===== config.mk =====
export PLATFORM = sky130hd
export DESIGN_NAME = core_alu_arbiter
export DESIGN_NICKNAME = d
export VERILOG_FILES = /design/src/rtl/core_alu_arbiter.sv
export SDC_FILE = /design/constraint.sdc
export NUM_CORES = 1
export LEC_CHECK = 0
export ABC_CLOCK_PERIOD_IN_PS = 5500
export CAP_MARGIN = 10
export CORE_AREA = 5 5 115 117
export CTS_CLUSTER_DIAMETER = 30
export DETAILED_ROUTE_END_ITERATION = 12
export DIE_AREA = 0 0 120 122
export PLACE_DENSITY = 0.85
export SYNTH_ARGS = -nofsm -noshare
export SYNTH_HDL_FRONTEND = slang
export SYNTH_SLANG_ARGS = --single-unit

===== constraint.sdc =====
create_clock -name CLK -period 5.5 [get_ports CLK]
set_clock_uncertainty 0.15 [all_clocks]
set_input_delay 0.825 -clock CLK [delete_from_list [all_inputs] [get_ports CLK]]
set_output_delay 0.825 -clock CLK [all_outputs]
set_load 0.02 [all_outputs]

===== src/rtl/core_alu_arbiter.sv =====
// Shares one combinational ALU between execute (port 0) and branch/AGU (port 1).
// Round-robin by default; define CORE_ALU_ARB_FIXED_PRIO_EN for fixed port-0 priority.
module core_alu_arbiter #(
  parameter int XLEN = 32,
  parameter int OPW  = 4
) (
  input  logic            CLK,
  input  logic            RST,
  input  logic            REQ0_VALID,
  output logic            REQ0_READY,
  input  logic [OPW-1:0]  REQ0_OP,
  input  logic [XLEN-1:0] REQ0_I1,
  input  logic [XLEN-1:0] REQ0_I2,
  output logic            RSP0_VALID,
  input  logic            RSP0_READY,
  input  logic            REQ1_VALID,
  output logic            REQ1_READY,
  input  logic [OPW-1:0]  REQ1_OP,
  input  logic [XLEN-1:0] REQ1_I1,
  input  logic [XLEN-1:0] REQ1_I2,
  output logic            RSP1_VALID,
  input  logic            RSP1_READY,
  output logic [XLEN-1:0] RSP_DATA,
  output logic [OPW-1:0]  ALU_OPCODE,
  output logic [XLEN-1:0] ALU_I1,
  output logic [XLEN-1:0] ALU_I2,
  input  logic [XLEN-1:0] ALU_O,
  output logic            BUSY
);

  localparam logic [OPW-1:0] ALU_CODE_ADD = '0;

  typedef enum logic [1:0] {
    IDLE = 2'b00,
    EXEC = 2'b01,
    RESP = 2'b10
  } state_t;

  state_t          r_state;
  state_t          w_state_nxt;
  logic            r_gnt;
  logic [OPW-1:0]  r_alu_op;
  logic [XLEN-1:0] r_alu_i1;
  logic [XLEN-1:0] r_alu_i2;
  logic [XLEN-1:0] r_rsp_data;

  logic            w_winner;
  logic            w_idle;
  logic            w_rdy0;
  logic            w_rdy1;
  logic            w_hs;
  logic            w_rsp_take;

`ifdef CORE_ALU_ARB_FIXED_PRIO_EN
  // Port 1 only wins when port 0 has nothing pending.
  always_comb w_winner = ~REQ0_VALID;
`else
  logic r_last;

  always_comb begin
    w_winner = 1'b0;
    if (REQ0_VALID && REQ1_VALID) begin
      w_winner = ~r_last;
    end else if (REQ1_VALID) begin
      w_winner = 1'b1;
    end
  end

  // LAST resets to 1 so port 0 takes the first tie.
  always_ff @(posedge CLK or posedge RST) begin
    if (RST) begin
      r_last <= 1'b1;
    end else if (w_rsp_take) begin
      r_last <= r_gnt;
    end
  end
`endif

  // READY is gated by RST so nothing is accepted while reset is asserted.
  assign w_idle     = (r_state == IDLE) && !RST;
  assign w_rdy0     = w_idle && REQ0_VALID && !w_winner;
  assign w_rdy1     = w_idle && REQ1_VALID &&  w_winner;
  assign w_hs       = w_rdy0 || w_rdy1;
  assign w_rsp_take = (r_state == RESP) && (r_gnt ? RSP1_READY : RSP0_READY);

  always_comb begin
    w_state_nxt = r_state;
    case (r_state)
      IDLE:    if (w_hs) w_state_nxt = EXEC;
      EXEC:    w_state_nxt = RESP;
      RESP:    if (w_rsp_take) w_state_nxt = IDLE;
      default: w_state_nxt = IDLE;
    endcase
  end

  always_ff @(posedge CLK or posedge RST) begin
    if (RST) begin
      r_state <= IDLE;
    end else begin
      r_state <= w_state_nxt;
    end
  end

  // Operand capture on the request handshake.
  always_ff @(posedge CLK or posedge RST) begin
    if (RST) begin
      r_gnt    <= 1'b0;
      r_alu_op <= ALU_CODE_ADD;
      r_alu_i1 <= '0;
      r_alu_i2 <= '0;
    end else if (w_hs) begin
      r_gnt    <= w_rdy1;
      r_alu_op <= w_rdy1 ? REQ1_OP : REQ0_OP;
      r_alu_i1 <= w_rdy1 ? REQ1_I1 : REQ0_I1;
      r_alu_i2 <= w_rdy1 ? REQ1_I2 : REQ0_I2;
    end
  end

  // Result capture after the single EXEC cycle.
  always_ff @(posedge CLK or posedge RST) begin
    if (RST) begin
      r_rsp_data <= '0;
    end else if (r_state == EXEC) begin
      r_rsp_data <= ALU_O;
    end
  end

  assign REQ0_READY = w_rdy0;
  assign REQ1_READY = w_rdy1;
  assign RSP0_VALID = (r_state == RESP) && !r_gnt;
  assign RSP1_VALID = (r_state == RESP) &&  r_gnt;
  assign RSP_DATA   = r_rsp_data;
  assign ALU_OPCODE = r_alu_op;
  assign ALU_I1     = r_alu_i1;
  assign ALU_I2     = r_alu_i2;
  assign BUSY       = (r_state != IDLE);

endmodule


==> flow_summary_export.csv, run 1 <==
group,metric,value,unit
outcome,outcome,"complete, no violations",
placed_design,dp_slack,1642,ps
synthesis,synth_nets,662,
timing,setup_viol,0,
critical_path,cp_num_buf_inv,2,
global_routing,grt_max_degree,74,
die,dieArea,14640,um2
critical_path,crit_required,4530,ps
routing,vias,5034,
synthesis,synth_area_leaders,"dfrtp_1 52%, mux2_2 7.6%, a31oi_1 7.4%",
cells_and_area,fin_nets,903,
routing,drtIter0Drc,577,
global_routing,grt_use_total,22.95,%
critical_path,startpoint_type,"input port",
global_routing,antenna_found_initial,0,
synthesis,yosysWarningCount,0,
power_and_ir_drop,p_total,4.207,mW
critical_path,cpLargestDelayFamily,"buffers and inverters",
hold_path,min_from,"RSP_DATA[10]",
synthesis,synth_area,4918,um2
clock_network,clk_latency,330,ps
critical_path,path_class,"in -> out",
cells_and_area,area_delta_synth_final,61.84,%
power_and_ir_drop,p_leak,2.970,nW
routing,routed_wl,17.18,mm
global_routing,grt_overflow_total,0,
synthesis,ys_seq_elements,104,
timing,tns,0,ps
hold_path,holdPathStages,1,
clock_network,hold_buffers,0,
timing,relSlewSlack,27.72,%
clock_network,cts.clk_slew.worst_paths,70,ps
synthesis,yosysTopAreaCell,"dfrtp_1",
synthesis,ys_types,29,
die,rows,41,
placed_design,io_buffers,278,
routing,remaining_drc_errors,0,
global_routing,grt_pass1_wl,26.83,mm
clock_network,cts_tree,"yes",
timing,rsz0062_at_grt,"no",
critical_path,slowest_delay,620,ps
power_and_ir_drop,peakVddDrop,0.2291,mV
timing,post-route-min-period,3557,ps
clock_network,cts-buffers-inserted,9,
hold_path,hold_path_class,"reg -> reg",
synthesis,yosysTopAreaCellShare,52.40,%
die,core,12260,um2
job,cap_violations,0,
timing,setup_ws,1943,ps
die,pin_count,279,
power_and_ir_drop,power_density,528.5,nW/um2
synthesis,ys_seq_area_share,52.94,%
timing,fmax,0.2811,GHz
timing,hold_viol_final,0,
critical_path,rrSetupSlack,2460,ps
clock_network,cts_buffer_depth,2,
timing,fin_crit_sh,64.67,%
critical_path,rr_startpoint,"r_state[0]",
cells_and_area,post-route-cell-area,7960,um2
critical_path,critPathCaptureType,"output port",
critical_path,worst_path_max_delay_cell,"clkdlybuf4s50_1",
clock_network,cts_resized,0,
critical_path,cp_common_cell,"clkdlybuf4s50_1",
hold_path,min_to,"RSP_DATA[10]",
timing,whs,355.8,ps
synthesis,postSynthCellCount,488,
critical_path,r2r_end,"ALU_I1[13]",
global_routing,grt_pass1_vias,5244,
timing,slew_violations,0,
critical_path,worst_ep_arrival_time,2580,ps
placed_design,dp_hpwl,12.31,mm
die,fp.dieH,122,um
cells_and_area,antenna_cells,0,
routing,antenna_left,0,
critical_path,rr_worst_depth,5,
routing,routedWlPerCell,19.43,um
clock_network,clock-sinks,104,
synthesis,synth.avg_cell_area,10.08,um2
placed_design,dpl_cell_area,7680,um2
routing,drt-pass1-iter-count,5,
clock_network,root_buffer,"clkbuf_16",
cells_and_area,fill_cells,965,
clock_network,h-tree-depth,3,
clock_network,cts_setup_buffers,0,
critical_path,worstPathCellList,"clkdlybuf4s50_1 > or3_2 > nor2_4 > clkdlybuf4s50_1",
cells_and_area,drive_above_1_share,10.63,%
die,start_util,40.12,%
timing,tightest_slew,1084,ps
placed_design,place_congestion,0.8985,
critical_path,cp_max_fo,3,
routing,avgViaCountPerCell,5.695,
die,die_x,120,um
==> synth_stat cells <==
library cell,n
a21bo_2,1
a21boi_2,1
a21o_1,2
a21oi_1,69
a22o_1,1
a31oi_1,58
a31oi_2,10
and2_1,2
buf_2,29
buf_4,1
buf_6,5
clkbuf_1,20
clkbuf_2,2
dfrtp_1,103
dfstp_2,1
inv_1,2
mux2_2,33
nand2_1,2
nand2b_1,2
nand3_1,68
nor2_1,1
nor2_4,1
nor2b_1,1
nor3_1,1
o21ai_0,50
o21ai_1,19
or2_0,1
or2_2,1
or3_1,1
==> where the power goes <==
part	internal, mW	switching [mW]
logic	1.06	1.17
clock network	0.311	0.294
registers	1.14	0.230
==> cell families (layout without fill, tap and decap cells) <==
kind of cell	Yosys count	after routing	synth area share (%)
flip-flops	104	104	52.94
AND/OR/NAND/NOR	81	81	8.497
buffers and inverters	59	305	6.131
multiplexers	33	33	7.555
AO/OA/AOI/OAI	211	211	24.88
==> worst max path at each step <==
stage / from / end / slack (ps) / depth (start not counted)
CTS: RST / REQ1_READY / 1920 / 4
finish: RST / REQ1_READY / 1940 / 4
global placement: RST / ALU_I2[31] / 1720 / 6
floorplan: RST / ALU_I1[0] / 1790 / 1
detailed placement: RST / ALU_I2[21] / 1640 / 6
global route: RST / ALU_I1[9] / 1770 / 6
==> layout by cell type (no fill, tap or decap), types with 2 or more instances in the layout <==
| master | count |
|---|---|
| a21o_1 | 2 |
| a21oi_1 | 69 |
| a31oi_1 | 58 |
| a31oi_2 | 10 |
| buf_4 | 9 |
| clkbuf_16 | 9 |
| clkdlybuf4s50_1 | 278 |
| clkinv_4 | 2 |
| clkinvlp_4 | 2 |
| dfrtp_1 | 103 |
| inv_6 | 2 |
| mux2_2 | 33 |
| nand2_1 | 2 |
| nand2b_1 | 2 |
| nand3_1 | 68 |
| o21ai_0 | 50 |
| o21ai_1 | 19 |
| or2_2 | 2 |
==> sequential cells by signal (all words and copies together), names as in the netlist <==
| name | flops |
|---|---|
| ALU_I2 | 32 |
| r_state | 2 |
| RSP_DATA | 32 |
| ALU_I1 | 32 |
| r_gnt | 1 |
| r_last | 1 |
| ALU_OPCODE | 4 |
==> layout make-up <==
cell class | instances | area, um2 | share of cell area (%)
clock buffers | 9 | 225.2 | 2.829
clock inverters | 7 | 55.05 | 0.6916
inverters | 2 | 10.01 | 0.1257
multi-input cells | 325 | 2028 | 25.48
flip-flops and latches | 104 | 2604 | 32.71
well taps | 150 | 187.7 | 2.358
repair buffers | 287 | 2850 | 35.81
==> through the flow <==
step,utilization (%),instances
after global routing,64.93,884
after floorplan,-,488
after global placement,62.64,868
after CTS,64.93,884
after detailed placement,62.64,868
final,64.93,884
==> worst reg2reg max path, delay by kind of cell (launching register included) <==
family,cells,cell delay [ps]
and+or+nand+nor,2,1260
AOI/OAI and AO/OA,1,130
buffers and inverters,2,930
DFF,1,440
==> metal layers <==
layer / routed length (um) / part of all wire, % / global-route usage [%] / vias up
met3: 1775 / 10 / 7.799 / 43
li1: - / - / - / 2293
met1: 6202 / 36 / 26.52 / 2401
met5: 0 / 0 / 0 / -
met2: 8621 / 50 / 39.09 / 297
met4: 580 / 3.4 / 9.592 / 0
(Power assumes the default switching activity.)
==> run 2: changes to the inputs <==
==> config.mk (replaced) <==
export PLATFORM = sky130hd
export DESIGN_NAME = core_alu_arbiter
export DESIGN_NICKNAME = d
export VERILOG_FILES = /design/src/rtl/core_alu_arbiter.sv
export SDC_FILE = /design/constraint.sdc
export NUM_CORES = 1
export LEC_CHECK = 0
export ABC_CLOCK_PERIOD_IN_PS = 3300
export CAP_MARGIN = 10
export CORE_AREA = 5 5 119 121
export CTS_CLUSTER_DIAMETER = 30
export DETAILED_ROUTE_END_ITERATION = 12
export DIE_AREA = 0 0 124 126
export PLACE_DENSITY = 0.8
export SYNTH_ARGS = -nofsm -noshare
export SYNTH_HDL_FRONTEND = slang
export SYNTH_SLANG_ARGS = --single-unit
==> constraint.sdc (replaced) <==
create_clock -name CLK -period 3.3 [get_ports CLK]
set_clock_uncertainty 0.15 [all_clocks]
set_input_delay 0.495 -clock CLK [delete_from_list [all_inputs] [get_ports CLK]]
set_output_delay 0.495 -clock CLK [all_outputs]
set_load 0.02 [all_outputs]
==> run 2 against run 1 <==
Worst hold slack gained 3.6 ps. Count of clock-buffer cells in the layout is the same. Utilization shrank 3.0 points. Largest cell class unchanged.
==> flow_summary_export.csv, run 2 (same netlist as run 1, synthesis figures left out) <==
group,metric,value,unit
global_routing,grt_max_degree,138,
timing,fin_crit_sh,87.52,%
cells_and_area,area_delta_synth_final,63.37,%
routing,remaining_drc_errors,0,
hold_path,min_from,"RSP_DATA[18]",
hold_path,min_to,"RSP_DATA[18]",
timing,tightest_slew,679.8,ps
timing,slew_violations,0,
critical_path,cp_common_cell,"clkdlybuf4s50_1",
clock_network,cts_setup_buffers,0,
die,start_util,37.89,%
placed_design,place_congestion,0.8134,
critical_path,rr_worst_depth,5,
routing,drtIter0Drc,420,
routing,avgViaCountPerCell,5.582,
clock_network,cts_resized,0,
critical_path,cpLargestDelayFamily,"buffers and inverters",
critical_path,path_class,"in -> out",
routing,routed_wl,17.45,mm
clock_network,cts-buffers-inserted,9,
die,die_x,124,um
hold_path,hold_path_class,"reg -> reg",
placed_design,post-place-cells,893,
clock_network,clk_latency,340,ps
clock_network,cts_buffer_depth,2,
timing,fmax,0.3463,GHz
cells_and_area,fin_cells,909,
timing,post-route-min-period,2888,ps
routing,vias,5074,
cells_and_area,drive_above_1_share,10.50,%
global_routing,grt_use_total,21.62,%
critical_path,r2r_end,"ALU_I1[29]",
cells_and_area,layout_common_cells,"278 x clkdlybuf4s50_1, 103 x dfrtp_1, 69 x a21oi_1",
routing,antenna_left,0,
cells_and_area,fin_nets,902,
power_and_ir_drop,peakVddDrop,0.3025,mV
clock_network,clock-sinks,104,
global_routing,antenna_found_initial,0,
global_routing,grt_pass1_wl,27.04,mm
critical_path,worstPathCellList,"clkdlybuf4s50_1 > or3_2 > nor2_4 > clkdlybuf4s50_1",
critical_path,worst_path_max_delay_cell,"clkdlybuf4s50_1",
critical_path,slowest_delay,620,ps
placed_design,dp_hpwl,12.12,mm
cells_and_area,fill_cells,1069,
hold_path,holdPathStages,1,
routing,drt-pass1-iter-count,5,
timing,setup_viol,0,
die,rows,42,
cells_and_area,final_common_cell,"clkdlybuf4s50_1",
critical_path,rr_startpoint,"r_state[0]",
die,core,12980,um2
clock_network,cts_tree,"yes",
job,cap_violations,0,
die,fp.dieH,126,um
placed_design,io_buffers,278,
die,dieArea,15620,um2
clock_network,hold_buffers,0,
clock_network,root_buffer,"clkbuf_16",
critical_path,worst_ep_arrival_time,2240,ps
clock_network,h-tree-depth,3,
timing,rsz0062_at_grt,"no",
cells_and_area,antenna_cells,0,
critical_path,rrSetupSlack,810,ps
critical_path,cp_num_buf_inv,2,
power_and_ir_drop,power_density,876.7,nW/um2
power_and_ir_drop,p_leak,2.984,nW
critical_path,critPathCaptureType,"output port",
clock_network,cts.clk_slew.worst_paths,80,ps
critical_path,crit_required,2650,ps
timing,hold_viol_final,0,
global_routing,grt_overflow_total,0,
outcome,outcome,"complete, no violations",
timing,relSlewSlack,54.68,%
die,pin_count,279,
critical_path,startpoint_type,"input port",
critical_path,cp_max_fo,3,
routing,routedWlPerCell,19.20,um
global_routing,grt_pass1_vias,5240,
timing,tns,0,ps
-- run 2: per-stage QoR --
stage	power (mW)	utilization (%)	hold WS [ps]	instance area, um2	setup WS, ps
final	7.044	61.90	359.4	8035	412.0
after global routing	7.443	61.90	373.1	8035	359.2
after CTS	7.101	61.90	361.3	8035	409.9
after detailed placement	6.066	59.76	343.7	7756	418.4
after global placement	5.953	59.76	335.9	7756	462.6
after floorplan	4.234	-	366.3	4922	1304
-- run 2: power breakdown --
group          total [mW]  switching [mW]  internal, mW
registers            2.27           0.372          1.90
logic                3.75            1.96          1.79
clock network        1.02           0.498         0.521
total                7.04            2.83          4.21
-- run 2: area by class of cell --
| class | count | area [um2] | share of cell area, % |
|---|---|---|---|
| clock buffers | 9 | 225.2 | 2.803 |
| repair buffers | 286 | 2893 | 36.00 |
| clock inverters | 7 | 53.80 | 0.6696 |
| inverters | 2 | 11.26 | 0.1401 |
| multi-input cells | 325 | 2028 | 25.24 |
| flip-flops and latches | 104 | 2604 | 32.40 |
| well taps | 176 | 220.2 | 2.741 |
-- run 2: routing by layer --
layer  vias to the layer above  part of all wire [%]  global-route usage (%)
met5                         -                     0                       0
met4                         0                   3.2                   8.183
met3                        43                    10                   6.996
met2                       292                    48                   35.63
met1                      2449                    38                   26.22
li1                       2290                     -                       -
-- run 2: worst max-delay path by stage --
stage / start / end / slack (ps) / depth (start not counted)
floorplan: RST / REQ1_READY / 1300 / 5
global placement: RST / REQ1_READY / 460 / 4
detailed placement: RST / REQ1_READY / 420 / 4
CTS: RST / REQ1_READY / 410 / 4
global route: RST / REQ1_READY / 360 / 4
finish: RST / REQ1_READY / 410 / 4
==> run 3: changes to the inputs <==
--- a/config.mk
+++ b/config.mk
@@ -7,10 +7,10 @@
 export LEC_CHECK = 0
 export ABC_CLOCK_PERIOD_IN_PS = 3300
 export CAP_MARGIN = 10
-export CORE_AREA = 5 5 119 121
+export CORE_AREA = 5 5 136 106
 export CTS_CLUSTER_DIAMETER = 30
 export DETAILED_ROUTE_END_ITERATION = 12
-export DIE_AREA = 0 0 124 126
+export DIE_AREA = 0 0 141 111
 export PLACE_DENSITY = 0.8
 export SYNTH_ARGS = -nofsm -noshare
 export SYNTH_HDL_FRONTEND = slang
==> run 3 against run 2 <==
Final area is 0.11% lower. Count of clock-buffer cells in the layout unchanged. Register-to-register slack improved by 160 ps. Final cell count shrank 0.22%. Non-clock buffer count rose by 2. Via count down 3.3%. Sequential share of layout area hardly changed. Worst hold slack worse by 3.1 ps. Global-route usage shrank 0.47 points. Routed wire length is 3.6% lower. Fmax increased by 3.4%. Die area rose by 0.17%.
==> flow_summary_export.csv, run 3 (same netlist as run 1, synthesis figures left out) <==
group,metric,value,unit
outcome,outcome,"complete, no violations",
timing,rsz0062_at_grt,"no",
power_and_ir_drop,peakVddDrop,0.4505,mV
clock_network,clock-sinks,104,
critical_path,startpoint_type,"input port",
global_routing,grt_max_degree,137,
die,dieArea,15650,um2
routing,avgViaCountPerCell,5.410,
critical_path,crit_required,2650,ps
power_and_ir_drop,p_int,4.216,mW
timing,tightest_slew,799.4,ps
timing,fmax,0.3579,GHz
clock_network,cts.clk_slew.worst_paths,70,ps
timing,slew_violations,0,
power_and_ir_drop,pwr-share-seq,32.2,%
clock_network,cts_resized,0,
power_and_ir_drop,sw_frac_of_total,40.10,%
routing,routedWlPerCell,18.56,um
die,rows,36,
placed_design,dp_hpwl,11.82,mm
routing,remaining_drc_errors,0,
timing,post-route-min-period,2794,ps
die,start_util,38.45,%
cells_and_area,fin_nets,904,
placed_design,io_buffers,278,
global_routing,grt_pass1_wl,26.88,mm
critical_path,critPathCaptureType,"output port",
timing,relSlewSlack,46.70,%
global_routing,grt_use_total,21.14,%
die,core,12790,um2
routing,routed_wl,16.83,mm
placed_design,place_congestion,0.8366,
clock_network,cts_setup_buffers,0,
cells_and_area,area_delta_synth_final,63.19,%
routing,antenna_left,0,
clock_network,cts_buffer_depth,2,
global_routing,antenna_found_initial,1,
timing,setup_viol,0,
critical_path,path_class,"in -> out",
routing,drtIter0Drc,268,
die,die_x,141,um
power_and_ir_drop,comb_power_share,52.7,%
timing,fin_crit_sh,84.67,%
clock_network,root_buffer,"clkbuf_16",
timing,hold_viol_final,0,
clock_network,cts-buffers-inserted,9,
die,pin_count,279,
die,fp.dieH,111,um
clock_network,h-tree-depth,3,
power_and_ir_drop,clkPwrFrac,15.1,%
job,cap_violations,0,
cells_and_area,layout_common_cells,"277 x clkdlybuf4s50_1, 103 x dfrtp_1, 69 x a21oi_1",
global_routing,grt_pass1_vias,4972,
critical_path,cp_max_fo,3,
routing,drt-pass1-iter-count,4,
global_routing,grt_overflow_total,0,
clock_network,cts_tree,"yes",
routing,vias,4907,
power_and_ir_drop,power.net_switching,2.823,mW
cells_and_area,final_common_cell,"clkdlybuf4s50_1",
power_and_ir_drop,p_leak,2.984,nW
cells_and_area,drive_above_1_share,10.88,%
power_and_ir_drop,power_density,877.0,nW/um2
clock_network,clk_latency,350,ps
clock_network,hold_buffers,0,
cells_and_area,post-route-cell-area,8026,um2
placed_design,dpl_cell_area,7725,um2
critical_path,worst_ep_arrival_time,2150,ps
hold_path,hold_path_class,"reg -> reg",
timing,tns,0,ps
run 3: worst max-delay path, stage by stage:
cell	delay (ps)
clkdlybuf4s50_1	490
nor3_2	260
nand2_1	130
a21oi_1	130
clkdlybuf4s50_1	640
run 3: path summary, 6_finish.rpt:
kind / to / startpoint / slack (ps) / cells after the start
worst max-delay path: REQ0_READY / RST / 510 / 5
worst min-delay path: RSP_DATA[18] / RSP_DATA[18] / 360 / 1
worst max register to register: ALU_I2[12] / r_state[0] / 970 / 4
worst min register to register: RSP_DATA[18] / RSP_DATA[18] / 360 / 1
max in group asynchronous: ALU_I2[19] / RST / 1810 / 3
min in group asynchronous: RSP_DATA[17] / RST / 610 / 3
run 3: layout make-up:
type                    count  area, um2
fillers                  1050       4766
repair buffers            288       2868
flip-flops and latches    104       2604
multi-input cells         325       2028
clock buffers               9      225.2
well taps                 171      214.0
clock inverters             7      73.82
inverters                   2      11.26
diodes                      1      2.502
run 3: stage by stage:
stage	hold slack [ps]	utilization, %	power, mW	std cells	setup slack (ps)
after floorplan	366.3	-	4.234	488	1304
after global placement	335.1	60.39	5.938	890	515.3
after detailed placement	341.5	60.39	6.038	890	492.2
after CTS	359.5	62.72	7.118	906	492.3
after global routing	378.0	62.74	7.447	907	360.5
final	356.3	62.74	7.039	907	505.8
run 3: metal layers:
metal	vias up	track usage (%)	wire [um]
li1	2306	-	-
met5	-	0	0
met2	236	34.31	8311
met3	21	7.201	1586
met1	2344	26.80	6623
met4	0	6.198	310
run 3: power by group through the flow:
stage	Clock (mW)	Sequential [mW]	Combinational (mW)
floorplan	0	2.99	1.25
global placement	0	2.25	3.69
detailed placement	0	2.28	3.75
CTS	1.10	2.27	3.75
global route	1.15	2.35	3.95
finish	1.06	2.27	3.71
